<file path="src/rtl/regfile_pkg.sv">
// Shared types and default geometry for the multi-port register file.
package regfile_pkg;

    typedef enum logic {
        IDLE,
        CLEAR
    } state_t;

    localparam int unsigned DEF_DW     = 32;
    localparam int unsigned DEF_AW     = 5;
    localparam int unsigned DEF_NUM_RD = 2;

endpackage

</file>
<file path="src/rtl/regfile_scoreboard.sv">
// Pending-write scoreboard: one bit per register, set by issue, cleared by writeback.
module regfile_scoreboard
    import regfile_pkg::*;
#(
    parameter int unsigned AW     = DEF_AW,
    parameter int unsigned NUM_RD = DEF_NUM_RD
) (
    input  logic                 clk,
    input  logic                 reset_n,
    input  logic                 flush,
    input  logic                 set_en,
    input  logic [AW-1:0]        set_addr,
    input  logic                 clr_en,
    input  logic [AW-1:0]        clr_addr,
    input  logic [NUM_RD*AW-1:0] rd_addr,
    output logic [NUM_RD-1:0]    pending
);

    localparam int unsigned DEPTH = 2 ** AW;

    logic [DEPTH-1:0] pend_q;

    // Set is applied after clear so a same-address set/clear leaves the bit high.
    always_ff @(posedge clk or negedge reset_n) begin
        if (!reset_n) begin
            pend_q <= '0;
        end else if (flush) begin
            pend_q <= '0;
        end else begin
            if (clr_en) pend_q[clr_addr] <= 1'b0;
            if (set_en) pend_q[set_addr] <= 1'b1;
        end
    end

    always_comb begin
        pending = '0;
        for (int unsigned i = 0; i < NUM_RD; i++) begin
            pending[i] = pend_q[rd_addr[i*AW +: AW]];
        end
    end

endmodule

</file>
<file path="src/rtl/regfile_mp.sv">
// Parametrised multi-read-port register file with bypass, pending scoreboard
// and a sequential clear engine that sweeps the array instead of resetting it.
module regfile_mp
    import regfile_pkg::*;
#(
    parameter int unsigned DW        = DEF_DW,
    parameter int unsigned AW        = DEF_AW,
    parameter int unsigned NUM_RD    = DEF_NUM_RD,
    parameter int unsigned ZERO_REG0 = 1,
    parameter int unsigned BYPASS    = 1
) (
    input  logic                 clk,
    input  logic                 reset_n,
    input  logic                 wr_en,
    input  logic [AW-1:0]        wr_addr,
    input  logic [DW-1:0]        wr_data,
    input  logic [NUM_RD*AW-1:0] rd_addr,
    output logic [NUM_RD*DW-1:0] rd_data,
    output logic [NUM_RD-1:0]    rd_pending,
    input  logic                 pend_set,
    input  logic [AW-1:0]        pend_addr,
    input  logic                 clr_req,
    output logic                 clr_busy,
    output logic                 clr_done
);

    localparam int unsigned DEPTH = 2 ** AW;

    state_t          state_q, state_d;
    logic [AW-1:0]   ptr_q, ptr_d;
    logic            busy, last, flush;
    logic            wr_eff, set_eff, set_hits_wr;
    logic [DW-1:0]   mem [DEPTH];
    logic [AW-1:0]   ra  [NUM_RD];
    logic            hit [NUM_RD];
    logic [NUM_RD-1:0] pend_look;

    assign busy        = (state_q == CLEAR);
    assign last        = busy && (ptr_q == '1);
    assign clr_busy    = busy;
    assign clr_done    = last;
    assign flush       = (state_q == IDLE) && clr_req;
    assign wr_eff      = !busy && wr_en && !((ZERO_REG0 != 0) && (wr_addr == '0));
    assign set_eff     = !busy && pend_set && !((ZERO_REG0 != 0) && (pend_addr == '0));
    assign set_hits_wr = pend_set && (pend_addr == wr_addr);

    always_ff @(posedge clk or negedge reset_n) begin
        if (!reset_n) begin
            state_q <= CLEAR;
            ptr_q   <= '0;
        end else begin
            state_q <= state_d;
            ptr_q   <= ptr_d;
        end
    end

    always_comb begin
        state_d = state_q;
        ptr_d   = ptr_q;
        case (state_q)
            IDLE: begin
                if (clr_req) begin
                    state_d = CLEAR;
                    ptr_d   = '0;
                end
            end
            CLEAR: begin
                ptr_d = ptr_q + AW'(1);
                if (last) begin
                    state_d = IDLE;
                    ptr_d   = '0;
                end
            end
            default: state_d = CLEAR;
        endcase
    end

    // Storage has no reset; the sweep owns the write port while busy.
    always_ff @(posedge clk) begin
        if (busy) begin
            mem[ptr_q] <= '0;
        end else if (wr_eff) begin
            mem[wr_addr] <= wr_data;
        end
    end

    for (genvar g = 0; g < NUM_RD; g++) begin : g_port
        assign ra[g]  = rd_addr[g*AW +: AW];
        assign hit[g] = (BYPASS != 0) && wr_eff && (wr_addr == ra[g]);
    end

    always_comb begin
        rd_data    = '0;
        rd_pending = '0;
        if (!busy) begin
            for (int unsigned i = 0; i < NUM_RD; i++) begin
                if ((ZERO_REG0 != 0) && (ra[i] == '0)) begin
                    rd_data[i*DW +: DW] = '0;
                end else if (hit[i]) begin
                    rd_data[i*DW +: DW] = wr_data;
                end else begin
                    rd_data[i*DW +: DW] = mem[ra[i]];
                end
                rd_pending[i] = pend_look[i] && !(hit[i] && !set_hits_wr);
            end
        end
    end

    regfile_scoreboard #(
        .AW     (AW),
        .NUM_RD (NUM_RD)
    ) u_sb (
        .clk      (clk),
        .reset_n  (reset_n),
        .flush    (flush),
        .set_en   (set_eff),
        .set_addr (pend_addr),
        .clr_en   (wr_eff),
        .clr_addr (wr_addr),
        .rd_addr  (rd_addr),
        .pending  (pend_look)
    );

endmodule
</file>
<file path="config.mk">
export PLATFORM = sky130hd
export DESIGN_NAME = regfile_mp
export DESIGN_NICKNAME = d
export VERILOG_FILES = /design/src/rtl/regfile_pkg.sv /design/src/rtl/regfile_scoreboard.sv /design/src/rtl/regfile_mp.sv
export SDC_FILE = /design/constraint.sdc
export NUM_CORES = 1
export LEC_CHECK = 0
export BUFFER_PORTS_ARGS = -buffer_cell sky130_fd_sc_hd__buf_4
export CORE_ASPECT_RATIO = 0.75
export CORE_MARGIN = 5
export CORE_UTILIZATION = 60
export DETAILED_ROUTE_END_ITERATION = 12
export HOLD_SLACK_MARGIN = 0.15
export PLACE_DENSITY_LB_ADDON = 0.15
export SLEW_MARGIN = 20
export SYNTH_ARGS = -nofsm -noshare
export SYNTH_HDL_FRONTEND = slang
export SYNTH_SLANG_ARGS = --single-unit
</file>
<file path="constraint.sdc">
create_clock -name clk -period 6 [get_ports clk]
set_clock_uncertainty 0.05 [all_clocks]
set_input_delay 0.3 -clock clk [delete_from_list [all_inputs] [get_ports clk]]
set_output_delay 0.3 -clock clk [all_outputs]
set_load 0.005 [all_outputs]
</file>
==> reports/metrics.cfg <==
[yosys]
ys_ff_latch = 1062
synth_area_per_cell_um2 = 17.4
netlist-cell-type-count = 56
syn_inst = 2926
yosys_warnings = 0
synth_area_um2 = 51000
syn_nets = 2985
netlist.area_leader.share_pct = 60.3
synthFlopType = edfxtp_1
async_reset_ff_share_pct = 3.58
synth.area.top_cells = edfxtp_1, mux4_2, mux2i_1
yosysSeqAreaShare_pct = 62.2
synth-edff-count = 1024
synth_top_area_cell = edfxtp_1

[clock_tree]
insertion_delay_ps = 660
cts.path.max_buffers = 3
clkTransAtPathRegs_ps = 60
numCtsBuffers = 102
cts_sinks = 1062
postCtsResizedCells = 0
cts_tree = yes
htreeDepth = 3
cts-root-buf = clkbuf_16
post_cts_buffers = 0
hold_buffers = 18

[setup_path]
crit_required_ps = 5650
cp_slowest_stage_delay_ps = 980
cp_top_family = compound AO/OA/AOI/OAI gates
cp.arrival_ps = 3840
cpMostUsedCell = buf_4
crit_fanout = 23
cp_slowest_cell = o311a_2
crit_type = in -> out
cp.buffers_inverters = 4
startpoint_type = input pin
worstPathCellList = dlygate4sd3_1, buf_4, nor3_1, a21oi_1, nand4_1, o311a_2, buf_4, a32o_1, buf_4
endpoint_kind = primary output

[drt]
ant_nets = 0
drtIter0Drc = 4981
drt_wl_total_um = 164000
drc = 0
wl_per_cell_um = 38.9
dr.pass1.iters = 6
viasPerCell = 7.70
num_vias = 32500

[pwr]
clkPwrFrac_pct = 33.6
seq_power_share_pct = 48.6
p_sw_uw = 5480
p_leak_uw = 0.0191
power_density_nw_per_um2 = 342
ir_drop_uv = 273
p_int_uw = 14000
swShare_pct = 28.1
combPwrFrac_pct = 17.8

[floorplanning]
core_area_um2 = 84100
die_w_um = 347
initial_utilization_pct = 60.6
fp-row-count = 92
num_io_pins = 125
dieArea_um2 = 91000
die_h_um = 262

[placement]
placed_cells = 4018
dp_hpwl_um = 95400
place.gp.congestion = 0.889
pre_cts_slack_ps = 2000
port_buffers = 124

[sta]
fin_ws_ps = 1810
worst_pin_slew_ps = 1210
hold_ws_ps = 205
slew_headroom_pct = 19.4
final.period_utilization_pct = 69.8
rsz0062_at_grt = no
clock.fmax_mhz = 239
hold_viol_final = 0
slew_violations = 0
tns_ps = 0
fin_crit_ps = 4190
setup_violations = 0

[global_routing]
grt_pass1_vias = 32100
grt_usage_pct = 35.7
antenna_found_initial = 2
grt_max_degree = 108
grt_pass1_wl_um = 234000
grt_overflow_total = 0

[layout]
utilization_pct = 67.7
nets = 3072
final-instance-count-excl-fill = 4224
drive_gt1_share_pct = 30.5
area_growth_pct = 11.7

[min_path]
hold_path.class = in -> reg

[job]
maxCapViolCount = 0

[outcome]
outcome = completed

-- worst min-delay path: cells and delay by family --
| kind | cells | cell delay (ps) |
|---|---|---|
| AO/OA/AOI/OAI | 2 | 170 |
| buffers and inverters | 1 | 160 |
| AND/OR/NAND/NOR | 1 | 230 |
-- cell families after synthesis --
kind of cell	after synthesis	synth area share, %
flops	1062	62.2
mux	740	24.9
simple gates	431	3.96
compound gates	419	6.35
buf+inv	255	2.29
xor+xnor	17	0.292
fa+ha+maj	2	0.0491
-- registers in the layout, indices dropped and copies added (netlist names) --
register     count
mem           1024
ptr_q            5
u_sb.pend_q     32
clr_busy         1
-- area by class of cell --
type / instances / area, um^2
diodes: 1 / 2.50
clock buffers: 126 / 2760
clock inverters: 60 / 599
fillers: 5433 / 27200
inverters: 5 / 18.8
multi-input cells: 1609 / 18500
flip-flops and latches: 1062 / 31700
well taps: 1128 / 1410
repair buffers: 233 / 1980
-- synth_stat cells, types with 25 or more instances --
library cell	count
nand3_1	82
a21oi_1	27
nand2_1	168
nor2b_1	42
mux2_2	103
clkbuf_1	130
a2bb2oi_1	31
mux2i_1	225
dfrtp_1	37
edfxtp_1	1024
a221oi_1	31
buf_2	76
a22oi_1	48
mux4_2	412
o22ai_1	29
and2_1	35
nor2_1	63
o211ai_1	56
o221ai_1	57
a211oi_1	32
a32o_1	32
o21ai_0	33
buf_4	25
-- power groups by stage --
stage                     logic, uW  clock network, uW  registers (uW)
final                          3480               6550            9470
after global routing           3570               6880            9530
after CTS                      3390               6570            9460
after detailed placement       3360                  0            9610
after global placement         3320                  0            9530
after floorplan                1920                  0            9470
-- routing by layer --
layer / wire length, um / global-route usage [%] / share of wire (%)
met1: 59100 / 52.0 / 36
met2: 71200 / 50.9 / 43
met3: 27700 / 13.5 / 17
met4: 6170 / 11.5 / 3.8
met5: 38 / 0 / 0.023
-- metrics by stage --
stage                     area (um^2)  power, uW
after global routing            57000      20000
after global placement          53400      12800
after floorplan                 51000      11400
after detailed placement        53400      13000
final                           57000      19500
after CTS                       56900      19400
-- layout by cell type (no fill, tap or decap), types with 21 or more instances in the layout --
cell type	count
o211ai_1	56
o21ai_0	33
nor2b_1	38
a32o_1	32
a2bb2oi_1	31
mux4_2	412
and2_1	22
a211oi_1	31
a22oi_1	48
o221ai_1	57
buf_4	199
nor2_1	28
nand2_1	168
nand3_1	82
mux2i_1	225
a21oi_1	25
nor2_4	34
clkinv_1	21
dfrtp_1	37
clkbuf_16	106
mux2_2	103
edfxtp_1	1024
a221oi_1	31
o22ai_1	29
-- path summary, 6_finish.rpt --
kind	from	to	slack [ps]	cells after the start
max	wr_addr[2]	rd_data[1]	1810	9
min	wr_addr[4]	u_sb.pend_q[20]	200	4
max reg2reg	clr_busy	mem[14][15]	1900	6
min reg2reg	u_sb.pend_q[0]	u_sb.pend_q[0]	490	1
max in group asynchronous	reset_n	u_sb.pend_q[7]	5050	4
min in group asynchronous	reset_n	clr_busy	630	3
Note: power is estimated with default switching activity, not from simulation.
